--- src/rtl/alarm_pkg.sv ---
// Shared types and helpers for the alarm time path.
// bcd_time_t matches the 16-bit time_init/time_now layout, with the hour in the upper byte.
package alarm_pkg;

  typedef struct packed {
    logic [3:0] hourdec;
    logic [3:0] hourone;
    logic [3:0] mindec;
    logic [3:0] minone;
  } bcd_time_t;

  localparam int SEC_MAX       = 59;
  localparam int MINDEC_MAX    = 5;
  localparam int HOURDEC_MAX   = 2;
  localparam int HOUR_WRAP_ONE = 3;

  // A valid time lies in 00:00..23:59 and every digit is a legal BCD digit.
  function automatic logic bcd_time_valid(input bcd_time_t t);
    logic ok;
    ok = (t.hourdec <= 4'(HOURDEC_MAX)) &&
         (t.hourone <= 4'd9) &&
         !((t.hourdec == 4'(HOURDEC_MAX)) && (t.hourone > 4'(HOUR_WRAP_ONE))) &&
         (t.mindec <= 4'(MINDEC_MAX)) &&
         (t.minone <= 4'd9);
    return ok;
  endfunction

endpackage

--- src/rtl/bcd_digit_counter.sv ---
// One BCD digit: counts 0..MAX with a carry out on wrap.
// Priority is load, then clear, then increment.
module bcd_digit_counter #(
  parameter int MAX = 9
) (
  input  logic       pclk_i,
  input  logic       presetn_i,
  input  logic       inc_i,
  input  logic       load_i,
  input  logic [3:0] load_val_i,
  input  logic       clr_i,
  output logic [3:0] val_o,
  output logic       carry_o
);

  localparam logic [3:0] MAX_V = 4'(MAX);

  logic [3:0] val_q, val_d;

  always_comb begin
    val_d = val_q;
    if (load_i)
      val_d = load_val_i;
    else if (clr_i)
      val_d = '0;
    else if (inc_i)
      val_d = (val_q == MAX_V) ? 4'd0 : val_q + 4'd1;
  end

  always_ff @(posedge pclk_i or negedge presetn_i) begin
    if (!presetn_i)
      val_q <= '0;
    else
      val_q <= val_d;
  end

  assign val_o   = val_q;
  assign carry_o = inc_i && !load_i && !clr_i && (val_q == MAX_V);

endmodule

--- src/rtl/bcd_time_core.sv ---
// Time-of-day engine: prescaler to a one-second tick, binary seconds, BCD hh:mm.
// Supplies the running "now" time to the alarm comparator; loads are validated.
module bcd_time_core
  import alarm_pkg::*;
#(
  parameter int TICKS_PER_SEC = 50_000_000
) (
  input  logic       pclk_i,
  input  logic       presetn_i,
  input  logic       run_i,
  input  logic       load_i,
  input  logic [3:0] hourdec_init_i,
  input  logic [3:0] hourone_init_i,
  input  logic [3:0] mindec_init_i,
  input  logic [3:0] minone_init_i,
  output logic [3:0] hourdec_o,
  output logic [3:0] hourone_o,
  output logic [3:0] mindec_o,
  output logic [3:0] minone_o,
  output logic [5:0] sec_o,
  output logic       sec_tick_o,
  output logic       min_tick_o,
  output logic       day_tick_o,
  output logic       load_err_o
);

  localparam int          PW     = $clog2(TICKS_PER_SEC);
  localparam logic [PW-1:0] PRE_TC = PW'(TICKS_PER_SEC - 1);

  bcd_time_t init_t;
  logic [PW-1:0] presc_q, presc_d;
  logic [5:0] sec_q, sec_d;
  logic sec_tick_q, min_tick_q, day_tick_q, load_err_q;
  logic load_ok, load_bad, pre_tc, sec_adv, min_inc;
  logic minone_carry, mindec_carry, hourone_carry, hourdec_carry;
  logic hour_wrap, hourone_inc;

  assign init_t   = {hourdec_init_i, hourone_init_i, mindec_init_i, minone_init_i};
  assign load_ok  = load_i && bcd_time_valid(init_t);
  assign load_bad = load_i && !bcd_time_valid(init_t);
  assign pre_tc   = run_i && (presc_q == PRE_TC);
  // A valid load swallows a coincident second boundary.
  assign sec_adv  = pre_tc && !load_ok;
  assign min_inc  = sec_adv && (sec_q == 6'(SEC_MAX));

  always_comb begin
    presc_d = presc_q;
    sec_d   = sec_q;
    if (load_ok)
      presc_d = '0;
    else if (run_i)
      presc_d = pre_tc ? '0 : presc_q + 1'b1;
    if (load_ok)
      sec_d = '0;
    else if (sec_adv)
      sec_d = (sec_q == 6'(SEC_MAX)) ? 6'd0 : sec_q + 6'd1;
  end

  always_ff @(posedge pclk_i or negedge presetn_i) begin
    if (!presetn_i) begin
      presc_q    <= '0;
      sec_q      <= '0;
      sec_tick_q <= 1'b0;
      min_tick_q <= 1'b0;
      day_tick_q <= 1'b0;
      load_err_q <= 1'b0;
    end else begin
      presc_q    <= presc_d;
      sec_q      <= sec_d;
      sec_tick_q <= sec_adv;
      min_tick_q <= min_inc;
      day_tick_q <= hour_wrap;
      load_err_q <= load_bad;
    end
  end

  bcd_digit_counter #(.MAX(9)) u_minone (
    .pclk_i, .presetn_i, .inc_i(min_inc), .load_i(load_ok), .load_val_i(minone_init_i),
    .clr_i(1'b0), .val_o(minone_o), .carry_o(minone_carry)
  );

  bcd_digit_counter #(.MAX(MINDEC_MAX)) u_mindec (
    .pclk_i, .presetn_i, .inc_i(minone_carry), .load_i(load_ok), .load_val_i(mindec_init_i),
    .clr_i(1'b0), .val_o(mindec_o), .carry_o(mindec_carry)
  );

  // 23 -> 00 is not a natural digit wrap, so both hour digits are cleared together.
  assign hour_wrap   = mindec_carry && (hourdec_o == 4'(HOURDEC_MAX)) &&
                       (hourone_o == 4'(HOUR_WRAP_ONE));
  assign hourone_inc = mindec_carry && !hour_wrap;

  bcd_digit_counter #(.MAX(9)) u_hourone (
    .pclk_i, .presetn_i, .inc_i(hourone_inc), .load_i(load_ok), .load_val_i(hourone_init_i),
    .clr_i(hour_wrap), .val_o(hourone_o), .carry_o(hourone_carry)
  );

  bcd_digit_counter #(.MAX(HOURDEC_MAX)) u_hourdec (
    .pclk_i, .presetn_i, .inc_i(hourone_carry), .load_i(load_ok), .load_val_i(hourdec_init_i),
    .clr_i(hour_wrap), .val_o(hourdec_o), .carry_o(hourdec_carry)
  );

  assign sec_o      = sec_q;
  assign sec_tick_o = sec_tick_q;
  assign min_tick_o = min_tick_q;
  assign day_tick_o = day_tick_q;
  assign load_err_o = load_err_q;

endmodule
--- config.mk ---
export PLATFORM = sky130hd
export DESIGN_NAME = bcd_time_core
export DESIGN_NICKNAME = d
export VERILOG_FILES = /design/src/rtl/alarm_pkg.sv /design/src/rtl/bcd_digit_counter.sv /design/src/rtl/bcd_time_core.sv
export SDC_FILE = /design/constraint.sdc
export NUM_CORES = 1
export LEC_CHECK = 0
export CORE_ASPECT_RATIO = 0.75
export CORE_UTILIZATION = 55
export DETAILED_ROUTE_END_ITERATION = 8
export GPL_ROUTABILITY_DRIVEN = 0
export GPL_TIMING_DRIVEN = 0
export PLACE_DENSITY_LB_ADDON = 0.1
export SLEW_MARGIN = 20
export SYNTH_ARGS = -nofsm -noshare
export SYNTH_HDL_FRONTEND = slang
export SYNTH_HIERARCHICAL = 1
export SYNTH_SLANG_ARGS = --single-unit
--- constraint.sdc ---
create_clock -name pclk_i -period 5.5 [get_ports pclk_i]
set_input_delay 1.1 -clock pclk_i [delete_from_list [all_inputs] [get_ports pclk_i]]
set_output_delay 1.1 -clock pclk_i [all_outputs]
set_load 0.02 [all_outputs]
; Word-level counts from Yosys, hierarchy flattened
; Index checks and enable logic that the tools add are counted.
[word_totals]
register_bits = 52
out_inout_bits = 26
wordCells = 79
input_bits = 20
[op_classes]
addsub = 6
mux = 20
eq_ne = 8
order_cmp = 5
reduce_logical = 30
[op_table]
columns = cell, count
row1 = two-way mux 26 bit, 3
row2 = two-way mux 4 bit, 14
row3 = adder 26 x 1 -> 26 bit (second input constant), 1
row4 = == test 26 bit (second input constant), 1
row5 = logical AND 1 bit, 20
row6 = two-way mux 6 bit, 3
row7 = adder 4 x 1 -> 4 bit (second input constant), 4
row8 = == test 4 x 2 -> 1 bit (second input constant), 3
row9 = == test 4 bit (second input constant), 2
row10 = <= comparator 4 bit (second input constant), 2
row11 = nonzero test 2 bit, 4
row12 = adder 6 x 1 -> 6 bit (second input constant), 1
row13 = == test 6 bit (second input constant), 1
row14 = nonzero test 3 bit, 2
row15 = == test 4 x 3 -> 1 bit (second input constant), 1
row16 = greater-than comparator 4 x 2 -> 1 bit (second input constant), 1
row17 = <= comparator 4 x 2 -> 1 bit (second input constant), 1
row18 = <= comparator 4 x 3 -> 1 bit (second input constant), 1
row19 = zero test 1 bit, 4

; Logic depth before layout (Yosys ltp)
; Gate-level depths: netlist of run 1.
[logic_depth]
word_depth = 24
depth_mapped = 19
depth_no_buf = 17

; By module
; The synthesis of run 1 kept the hierarchy.
[by_module_without_submodules]
columns = module, cells_per_inst, area_each_um2, seq_area_each_um2, instances
row1 = bcd_time_core, 235, 2185.8, 900.9, 1
row2 = bcd_digit_counter at u_hourone ..., 27, 247.7, 100.1, 2
row3 = bcd_digit_counter at u_mindec, 32, 305.3, 100.1, 1
row4 = bcd_digit_counter at u_hourdec, 29, 272.8, 100.1, 1

; Worst setup path before layout of run 1
; OpenSTA, ideal clock, no wires.
[synth_timing]
kind = input to register
startpoint = in mindec_init_i[2]
endpoint = reg u_hourdec.val_q[2] (netlist: u_hourdec/val_o[2])
arrival_ns = 4.885
n_path_buf = 2
setup_time_ns = 0.126
path_stages = 18
required_time_ns = 5.374
path_slack_ns = 0.489
cell_sequence = a2111oi_0 -> and3_1 -> nand2_1 -> inv_1 -> buf_6 -> buf_6 -> nor4_1 -> nand2_1 -> nor2_1 -> and3_1 -> nand4b_1 -> nor3_1 -> nor4bb_1 -> nor2b_1 -> nand2_1 -> nor2_1 -> or3_1 -> o32a_1
[synth_via]
elab_chain_cells = 19
elab_cells_between_ends = 21
classes_between = 1 x order compare / 2 x mux / 18 x reduce/logical
[synth_rtl]
columns = item, line_no
row1 = "start, declared", bcd_time_core.sv:14  ; input logic [3:0] mindec_init_i,
row2 = <= comparator 4 x 3 -> 1 bit, alarm_pkg.sv:23  ; (t.mindec <= 4'(MINDEC_MAX)) &&
row3 = logical AND 1 bit, alarm_pkg.sv:22  ; !((t.hourdec == 4'(HOURDEC_MAX)) && (t.hourone > 4'(HOUR_WRAP_ONE))) &&
row4 = logical AND 1 bit, alarm_pkg.sv:23
row5 = logical AND 1 bit, bcd_time_core.sv:39  ; assign load_ok = load_i && bcd_time_valid(init_t);
row6 = zero test 1 bit, bcd_time_core.sv:43  ; assign sec_adv = pre_tc && !load_ok;
row7 = logical AND 1 bit, bcd_time_core.sv:43
row8 = logical AND 1 bit, bcd_time_core.sv:44  ; assign min_inc = sec_adv && (sec_q == 6'(SEC_MAX));
row9 = net min_inc, bcd_time_core.sv:34  ; logic load_ok, load_bad, pre_tc, sec_adv, min_inc;
row10 = (+2 left out), --
row11 = net minone_carry, bcd_time_core.sv:35  ; logic minone_carry, mindec_carry, hourone_carry, hourdec_carry;
row12 = (+2 left out), --
row13 = net mindec_carry, bcd_time_core.sv:35
row14 = logical AND 1 bit (2 in a row), bcd_time_core.sv:88  ; assign hour_wrap = mindec_carry && (hourdec_o == 4'(HOURDEC_MAX)) &&
row15 = net hour_wrap, bcd_time_core.sv:36  ; logic hour_wrap, hourone_inc;
row16 = zero test 1 bit, --
row17 = logical AND 1 bit, bcd_time_core.sv:90  ; assign hourone_inc = mindec_carry && !hour_wrap;
row18 = net hourone_inc, bcd_time_core.sv:36
row19 = logical AND 1 bit (3 in a row), bcd_digit_counter.sv:38  ; assign carry_o = inc_i && !load_i && !clr_i && (val_q == MAX_V);
row20 = net hourone_carry, bcd_time_core.sv:35
row21 = nonzero test 3 bit (no source line), --
row22 = "end signal, assigned", bcd_digit_counter.sv:34  ; val_q <= val_d;
row23 = "end, declared", bcd_digit_counter.sv:18  ; logic [3:0] val_q, val_d;
; The timed path passes the listed nets, and every way through them passes these cells.
; A chain may end at the register's enable or synchronous reset.

; Worst setup path in the final report of run 1
[layout_timing]
startpoint = in minone_init_i[1]
endpoint = reg u_hourdec.val_q[2] (netlist: u_hourdec/val_o[2])
[layout_via]
elab_chain_cells = 18
elab_cells_between_ends = 20
classes_between = 1 x order compare / 2 x mux / 17 x reduce/logical
[layout_rtl]
columns = item, line_no
row1 = "start, declared", bcd_time_core.sv:15  ; input logic [3:0] minone_init_i,
row2 = <= comparator 4 bit *, alarm_pkg.sv:24  ; (t.minone <= 4'd9);
row3 = logical AND 1 bit *, alarm_pkg.sv:23
row4 = logical AND 1 bit *, bcd_time_core.sv:39
row5 = zero test 1 bit *, bcd_time_core.sv:43
row6 = logical AND 1 bit *, bcd_time_core.sv:43
row7 = logical AND 1 bit *, bcd_time_core.sv:44
row8 = net min_inc, bcd_time_core.sv:34
row9 = logical AND 1 bit * (2 in a row), bcd_digit_counter.sv:38
row10 = net minone_carry, bcd_time_core.sv:35
row11 = (+2 left out), --
row12 = net mindec_carry, bcd_time_core.sv:35
row13 = logical AND 1 bit * (2 in a row), bcd_time_core.sv:88
row14 = net hour_wrap, bcd_time_core.sv:36
row15 = zero test 1 bit *, --
row16 = logical AND 1 bit, bcd_time_core.sv:90
row17 = logical AND 1 bit, bcd_digit_counter.sv:38
row18 = logical AND 1 bit * (2 in a row), bcd_digit_counter.sv:38
row19 = net hourone_carry, bcd_time_core.sv:35
row20 = nonzero test 3 bit (no source line) *, --
; Mark *: on every way through the listed nets, which the timed path passes. The rest lies on a longest branch.

==> impl_metrics.ini, run 1 <==
[hold_path]
whs_endpoint = presc_q[21]$_DFFE_PN0P_
whs_path_depth = 1
hold_class = flip-flop to flip-flop
holdCritStartpoint = presc_q[21]$_DFFE_PN0P_

[worst_setup_path]
slowest_stage = clkdlybuf4s50_1
r2r_setup_slack_ps = 1310
slowest_delay_ps = 470
worst-path-buf-inv = 4
cp_common_cell = nand2_1
end_kind = flip-flop
path_class = input port to flip-flop
critical_path.startpoint_type = input port
cp.required_ps = 5710
r2r_cells = 16
path_cells = clkdlybuf4s50_1 > o21ai_0 > and3_1 > nand2_1 > inv_1 > buf_6 > buf_6 > nor4_4 > nand2_1 > nor2_2 > and3_1 > nand4b_1 > nor3_1 > nor4bb_4 > nor2_1 > nand2_1 > nor2_1 > or3_1 > o32a_1
worstPathMaxFanout = 10
arrival_ps = 5350
path_depth = 19
timing.rr.end = u_hourdec/val_o[2]$_DFFE_PN0P_
crit_family = simple AND/OR/NAND/NOR gates
regToRegStartpoint = presc_q[0]$_DFFE_PN0P_

[power_and_ir_drop]
ir_worst_vdd_mv = 0.156
p_leak_nw = 1.61
pwr-share-seq_pct = 50.7
p_sw_mw = 0.312
share_comb_of_total_power_pct = 21.6
intPower_mw = 0.665
power_density_nw_per_um2 = 246
p_sw_share_pct = 31.9
clockPowerShare_pct = 27.6

[detailed_routing]
vias = 3086
dr.pass1.iters = 6
post-route-drc-count = 0
drt-total-wl_mm = 8.54
drt_iter0_markers = 334
via_per_inst = 6.36
drt-wirelength-per-cell_um = 17.6
postRouteAntennaNets = 0

[floorplan]
io_pins = 46
die_w_um = 90.8
fp.coreArea_um2 = 5530
start_util_pct = 58.9
fp.dieH_um = 68.6
row_count = 23
die_area_um2 = 6230

[status]
status = complete, no violations

[logic_synthesis]
avgSynthCellArea_um2 = 9.32
syn_inst = 349
syn-cell-area_um2 = 3250
ys_warn_count = 6

[sta]
worstMarginPinSlew_ps = 711
clock_skew_ps = 15.5
relSlewSlack_pct = 52.2
setup_viol = 0
drv_slew = 0
fmax_mhz = 195
setup_slack_ps = 361
period_needed_ps = 5140
rsz0062_at_grt = false
final.period_utilization_pct = 93.4
final_hold_viol_count = 0

[place]
dp_hpwl_mm = 5.97
portBuffers = 45
place_area_um2 = 3830
place_worst_setup_slack_ps = -956

[cells_and_area]
drive_gt1_share_pct = 10.7
postLayoutCellArea_um2 = 3980
nets = 439
n_antenna_cell = 0
syn_to_final_growth_pct = 22.2

[global_routing]
gr-total-overflow = 0
grt_pass1_wl_mm = 14.1
grt_pass1_vias = 2782
gr-usage-all-layers_pct = 29.0
antenna_found_initial = 0
grt_max_degree = 53

[clock_tree]
clk_pin_slew_ps = 100
cts_root_buf = clkbuf_8
cts.htree.levels = 2
cts_inserted_buffers = 5
cts_sinks = 52
ctsHoldBuffers = 0
clockBufferDepth = 2
clk_latency_ps = 320
cts_tree = done

[job]
cap_viol_max_count = 0
[worst max path at each step]
| stage | from | to | slack (ps) |
|---|---|---|---|
| 2_1_floorplan | mindec_init_i[2] | u_hourdec/val_o[2]$_DFFE_PN0P_ | 500 |
| 3_3_place_gp | minone_init_i[1] | u_hourdec/val_o[2]$_DFFE_PN0P_ | -1300 |
| 3_5_place_dp | minone_init_i[1] | u_hourdec/val_o[2]$_DFFE_PN0P_ | -960 |
| 4_1_cts | minone_init_i[1] | u_hourdec/val_o[2]$_DFFE_PN0P_ | 120 |
| 5_1_grt | mindec_init_i[1] | u_hourdec/val_o[2]$_DFFE_PN0P_ | 50 |
| 6_report | minone_init_i[1] | u_hourdec/val_o[2]$_DFFE_PN0P_ | 360 |
[flip-flops by register name (all words and copies together), names as in the netlist, 4 cells and up]
| register | cells |
|---|---|
| presc_q | 26 |
| sec_o | 6 |
| u_hourdec/val_o | 4 |
| u_hourone/val_o | 4 |
| u_mindec/val_o | 4 |
| u_minone/val_o | 4 |
[layer usage]
metal	vias to the layer above	wire [um]	GRT usage, %
li1	1463	-	-
met1	1475	4230	43.6
met2	132	3540	42.1
met3	16	638	5.59
met4	0	135	8.73
met5	-	0	0
[worst reg2reg max path: stages, from the launching register on]
cell      delay (ps)
dfrtp_1          430
ha_1             240
nand4_2          260
nor4_4           500
nand2_4          160
nor4_4           420
nand2_1          120
nor2_2           220
and3_1           230
nand4b_1          90
nor3_1           140
nor4bb_4         370
nor2_1           170
nand2_1          100
nor2_1            60
or3_1            390
o32a_1           200
[repair_timing]
action / in CTS / in global routing
cloned: 0 / 0
pin swaps: 0 / 1
resized for setup: 3 / 2
setup buffers: 0 / 1
setup endpoints to repair: 8 / 7
[stage by stage]
stage	total power [mW]	instances	hold WS (ps)	utilization (%)	setup TNS [ps]
after CTS	0.981	484	517	71.7	0
after global placement	0.695	476	497	69.2	-9390
after global routing	1.03	485	544	71.9	0
after detailed placement	0.705	476	503	69.3	-6370
final	0.977	485	526	71.9	0
after floorplan	0.608	356	462	-	0
[power by group through the flow]
stage	combinational (mW)	clock, mW	sequential, mW
floorplan	0.106	0	0.502
global placement	0.200	0	0.495
detailed placement	0.207	0	0.498
CTS	0.210	0.278	0.493
global route	0.233	0.290	0.503
finish	0.212	0.270	0.496
[cell usage in the layout (no fill, tap or decap), types with 6 or more instances in the layout]
master	n
nor2_1	20
nand2b_1	7
nand4_1	16
inv_1	14
clkdlybuf4s50_1	44
nand3b_1	7
or4_1	12
a22oi_1	8
o21ai_0	16
nand3_1	18
conb_1	8
a21oi_1	12
dfrtp_1	52
o31ai_1	7
ha_1	10
nand2_1	33
and3_1	7
nor3_1	8
or3_1	7
a21boi_0	6
[final cells by class]
type	count	area [um^2]
Timing Repair Buffer	46	455
Sequential cell	52	1300
Clock inverter	2	38.8
Multi-Input combinational cell	278	1870
Inverter	14	52.6
Buffer	12	88.8
Fill cell	428	1550
Tap cell	75	93.8
Clock buffer	6	72.6
Power figures use the tool's default switching activity.
==> run 2, diff against run 1 <==
==> constraint.sdc (replaced) <==
create_clock -name pclk_i -period 5.35 [get_ports pclk_i]
set_input_delay 1.07 -clock pclk_i [delete_from_list [all_inputs] [get_ports pclk_i]]
set_output_delay 1.07 -clock pclk_i [all_outputs]
set_load 0.02 [all_outputs]
==> impl_metrics.ini, run 2 (same netlist as run 1, synthesis figures left out) <==
[sta]
period_needed_ps = 5140
setup_slack_ps = 209
drv_slew = 0
fmax_mhz = 195
final.period_utilization_pct = 96.1
relSlewSlack_pct = 51.6
worstMarginPinSlew_ps = 720
setup_tns_ps = 0
clock_skew_ps = 14.9
rsz0062_at_grt = true
final_hold_viol_count = 0
setup_viol = 0

[detailed_routing]
drt-wirelength-per-cell_um = 17.6
postRouteAntennaNets = 0
dr.pass1.iters = 5
via_per_inst = 6.35
post-route-drc-count = 0
vias = 3079
drt_iter0_markers = 374
drt-total-wl_mm = 8.52

[worst_setup_path]
slowest_stage = clkdlybuf4s50_1
cp_common_cell = nand2_1
path_cells = clkdlybuf4s50_1 > o21ai_0 > and3_1 > nand2_1 > inv_1 > buf_6 > buf_6 > nor4_4 > nand2_1 > nor2_2 > and3_1 > nand4b_1 > nor3_1 > nor4bb_4 > nor2b_1 > nand2_1 > nor2_1 > or3_1 > o32a_1
worst-path-buf-inv = 4
critical_path.startpoint_type = input port
worstPathMaxFanout = 10
end_kind = flip-flop
path_class = input port to flip-flop
arrival_ps = 5350
cp.required_ps = 5560
slowest_delay_ps = 480
crit_family = simple AND/OR/NAND/NOR gates

[clock_tree]
cts_root_buf = clkbuf_8
ctsHoldBuffers = 0
clk_pin_slew_ps = 100
cts.htree.levels = 2
cts_sinks = 52
cts_tree = done
clk_latency_ps = 320
cts_inserted_buffers = 5
clockBufferDepth = 2

[floorplan]
io_pins = 46
die_w_um = 90.8
die_area_um2 = 6230
start_util_pct = 58.9
fp.coreArea_um2 = 5530
fp.dieH_um = 68.6
row_count = 23

[cells_and_area]
nets = 439
top_register = presc_q
final_cell_mix = dfrtp_1, clkdlybuf4s50_1, nand2_1
drive_gt1_share_pct = 10.7
n_antenna_cell = 0
largest_reg_flops = 26
mostFrequentLayoutCell = dfrtp_1
fillCellCount = 427
syn_to_final_growth_pct = 22.3

[place]
place_worst_setup_slack_ps = -1080
dp_hpwl_mm = 5.97
portBuffers = 45

[power_and_ir_drop]
p_leak_nw = 1.61
power_density_nw_per_um2 = 252
ir_worst_vdd_mv = 0.161

[global_routing]
gr-usage-all-layers_pct = 29.0
met2_usage_pct = 42.1
grt_busiest_layer = met1
use_met3_pct = 5.59
grt_pass1_vias = 2782
gr-total-overflow = 0
grt_max_degree = 53
antenna_found_initial = 0
grt_pass1_wl_mm = 14.1
use_met1_pct = 43.6

[hold_path]
hold_class = flip-flop to flip-flop

[status]
status = complete, no violations

[job]
cap_viol_max_count = 0
## run 2: cell counts in the layout (fill, tap and decap cells not counted)
Identical to the previous run, type by type.
## run 2: per-layer routing
metal  part of all wire, %  wire, um
met2                    41      3540
met5                     0         0
met3                   8.2       702
met1                    49      4140
met4                   1.7       146
## run 2: worst paths after layout
path	start	end	slack (ps)	depth (start not counted)
max reg2reg	presc_q[0]$_DFFE_PN0P_	u_hourdec/val_o[2]$_DFFE_PN0P_	1130	16
max	minone_init_i[3]	u_hourdec/val_o[2]$_DFFE_PN0P_	210	19
min	presc_q[21]$_DFFE_PN0P_	presc_q[21]$_DFFE_PN0P_	520	1
min in group asynchronous	presetn_i	u_hourdec/val_o[1]$_DFFE_PN0P_	780	1
max in group asynchronous	presetn_i	presc_q[8]$_DFFE_PN0P_	4100	1
min reg2reg	presc_q[21]$_DFFE_PN0P_	presc_q[21]$_DFFE_PN0P_	520	1
## run 2: where the power goes
group,total (mW),leakage (nW),switching (mW),internal (mW)
logic,0.217,0.881,0.112,0.105
registers,0.510,0.673,0.0721,0.437
clock network,0.277,0.0558,0.135,0.142
## run 2: final cells by class
| class | count | area (um^2) | share of cell area [%] |
|---|---|---|---|
| multi-input combinational | 278 | 1870 | 47.1 |
| sequential | 52 | 1300 | 32.7 |
| timing repair buffer | 46 | 455 | 11.5 |
| tap | 75 | 93.8 | 2.36 |
| buffer | 12 | 88.8 | 2.23 |
| clock buffer | 6 | 72.6 | 1.82 |
| inverter | 14 | 52.6 | 1.32 |
| clock inverter | 2 | 38.8 | 0.975 |
## run 2: per-stage QoR
stage,total power [mW],std cells,util (%),hold slack (ps),area (um^2)
floorplan,0.625,356,-,462,3280
global placement,0.714,476,69.2,497,3820
detailed placement,0.725,476,69.3,503,3830
CTS,1.01,484,71.7,517,3960
global route,1.06,485,72.0,544,3980
finish,1.00,485,72.0,521,3980
## run 2: timing repair
item                       4_1_cts  5_1_grt
setup endpoints to repair        8        7
setup buffers                    0        1
gates resized for setup          3        4
cloned                           0        0
pin swaps                        1        0
==> run 3, diff against run 2 <==
==> constraint.sdc (replaced) <==
create_clock -name pclk_i -period 5.35 [get_ports pclk_i]
set_input_delay 0.535 -clock pclk_i [delete_from_list [all_inputs] [get_ports pclk_i]]
set_output_delay 0.535 -clock pclk_i [all_outputs]
set_load 0.02 [all_outputs]
==> impl_metrics.ini, run 3 (same netlist as run 1, synthesis figures left out) <==
[worst_setup_path]
crit_family = simple AND/OR/NAND/NOR gates
end_kind = flip-flop
worstPathMaxFanout = 11
critical_path.startpoint_type = input port
worst-path-buf-inv = 4
slowest_delay_ps = 550
path_cells = clkdlybuf4s50_1 > o21ai_0 > and3_1 > nand2_1 > inv_1 > buf_6 > buf_6 > nor4_4 > nand2_1 > nor2_1 > and3_1 > nand4b_1 > nor3_1 > nor4bb_4 > nor2b_1 > nand2_1 > nor2_1 > or3_1 > o32a_1
cp.required_ps = 5560
slowest_stage = nor4bb_4
arrival_ps = 5060
cp_common_cell = nand2_1
path_class = input port to flip-flop

[detailed_routing]
dr.pass1.iters = 5
postRouteAntennaNets = 0
post-route-drc-count = 0
vias = 3062
drt-wirelength-per-cell_um = 17.4
via_per_inst = 6.33
drt-total-wl_mm = 8.43
drt_iter0_markers = 352

[cells_and_area]
top_register = presc_q
drive_gt1_share_pct = 10.3
multi_input_area_um2 = 1870
n_antenna_cell = 0
final_util_pct = 71.7
nets = 438
mostFrequentLayoutCell = dfrtp_1
final_cell_mix = dfrtp_1, clkdlybuf4s50_1, nand2_1
largest_reg_flops = 26
final-seq-area_um2 = 1300
fillCellCount = 428
syn_to_final_growth_pct = 21.8

[global_routing]
grt_pass1_vias = 2786
gr-total-overflow = 0
gr-usage-all-layers_pct = 28.9
grt_pass1_wl_mm = 14.0
antenna_found_initial = 0
grt_max_degree = 53

[clock_tree]
cts.htree.levels = 2
clk_latency_ps = 310
cts_root_buf = clkbuf_8
cts_tree = done
cts_inserted_buffers = 5
postCtsSetupBuffers = 0
clockBufferDepth = 2
cts_sinks = 52
clk_pin_slew_ps = 100
ctsHoldBuffers = 0

[sta]
worstMarginPinSlew_ps = 736
clock_skew_ps = 14.4
setup_viol = 0
rsz0062_at_grt = false
setup_slack_ps = 496
drv_slew = 0
relSlewSlack_pct = 50.5
final.period_utilization_pct = 90.7
period_needed_ps = 4850
fmax_mhz = 206
final_hold_viol_count = 0

[power_and_ir_drop]
ir_worst_vdd_mv = 0.161
p_leak_nw = 1.60
power_density_nw_per_um2 = 253

[place]
portBuffers = 45
place_worst_setup_slack_ps = -541
dp_hpwl_mm = 5.97

[hold_path]
hold_class = input port to asynchronous set/reset pin

[floorplan]
start_util_pct = 58.9
io_pins = 46
fp.coreArea_um2 = 5530
row_count = 23
fp.dieH_um = 68.6
die_area_um2 = 6230
die_w_um = 90.8

[status]
status = complete, no violations

[job]
cap_viol_max_count = 0
run 3: changes by cell type in the layout (fill, tap and decap cells not counted), sizes merged:
cell	before	now
clkbuf	11	10
run 3: what timing repair did:
action | CTS | global route
gates resized for setup | 1 | 2
endpoints found under the setup margin | 6 | 7
gates cloned | 0 | 0
run 3: final cells by class:
cell class	count	share of cell area (%)
Multi-Input combinational cell	278	47.2
Sequential cell	52	32.8
Tap cell	75	2.37
Clock inverter	2	0.979
Timing Repair Buffer	45	11.3
Buffer	12	2.18
Clock buffer	6	1.83
Inverter	14	1.33
run 3: routing by layer:
layer / part of all wire, % / vias up / track usage (%)
met2: 42 / 146 / 42.1
met3: 8.6 / 12 / 5.59
met5: 0 / - / 0
met1: 48 / 1445 / 43.5
li1: - / 1459 / -
met4: 1.4 / 0 / 8.73
run 3: worst paths after layout:
check                                        startpoint                             end  slack [ps]  depth (start not counted)
worst max register to register   presc_q[0]$_DFFE_PN0P_  u_hourdec/val_o[2]$_DFFE_PN0P_         880                         16
max in group asynchronous                     presetn_i          presc_q[8]$_DFFE_PN0P_        4640                          1
worst min-delay path                          presetn_i  u_hourdec/val_o[1]$_DFFE_PN0P_         230                          1
worst min register to register  presc_q[21]$_DFFE_PN0P_         presc_q[21]$_DFFE_PN0P_         520                          1
worst max-delay path                   minone_init_i[3]  u_hourdec/val_o[2]$_DFFE_PN0P_         500                         19
min in group pclk_i             presc_q[21]$_DFFE_PN0P_         presc_q[21]$_DFFE_PN0P_         520                          1
run 3: per-stage QoR:
step	hold WS [ps]	total power [mW]	instances	instance area [um^2]	TNS (ps)
final	226	1.00	484	3960	0
after global routing	290	1.05	484	3960	0
after CTS	263	1.01	484	3950	0
after detailed placement	503	0.725	476	3830	-3030
after global placement	497	0.714	476	3820	-5730
after floorplan	239	0.625	356	3280	0
run 3: worst register-to-register path, stage by stage, from the launching register on:
cell      delay [ps]
dfrtp_1          430
ha_1             230
nand4_2          260
nor4_4           490
nand2_4          160
nor4_4           420
nand2_1           90
nor2_1           290
and3_1           250
nand4b_1          90
nor3_1           150
nor4bb_4         550
nor2b_1          200
nand2_1          100
nor2_1            60
or3_1            390
o32a_1           200
run 3: power by group:
group	switching [mW]	internal, mW
combinational	0.111	0.105
clock	0.135	0.142
sequential	0.0708	0.437
total	0.318	0.684
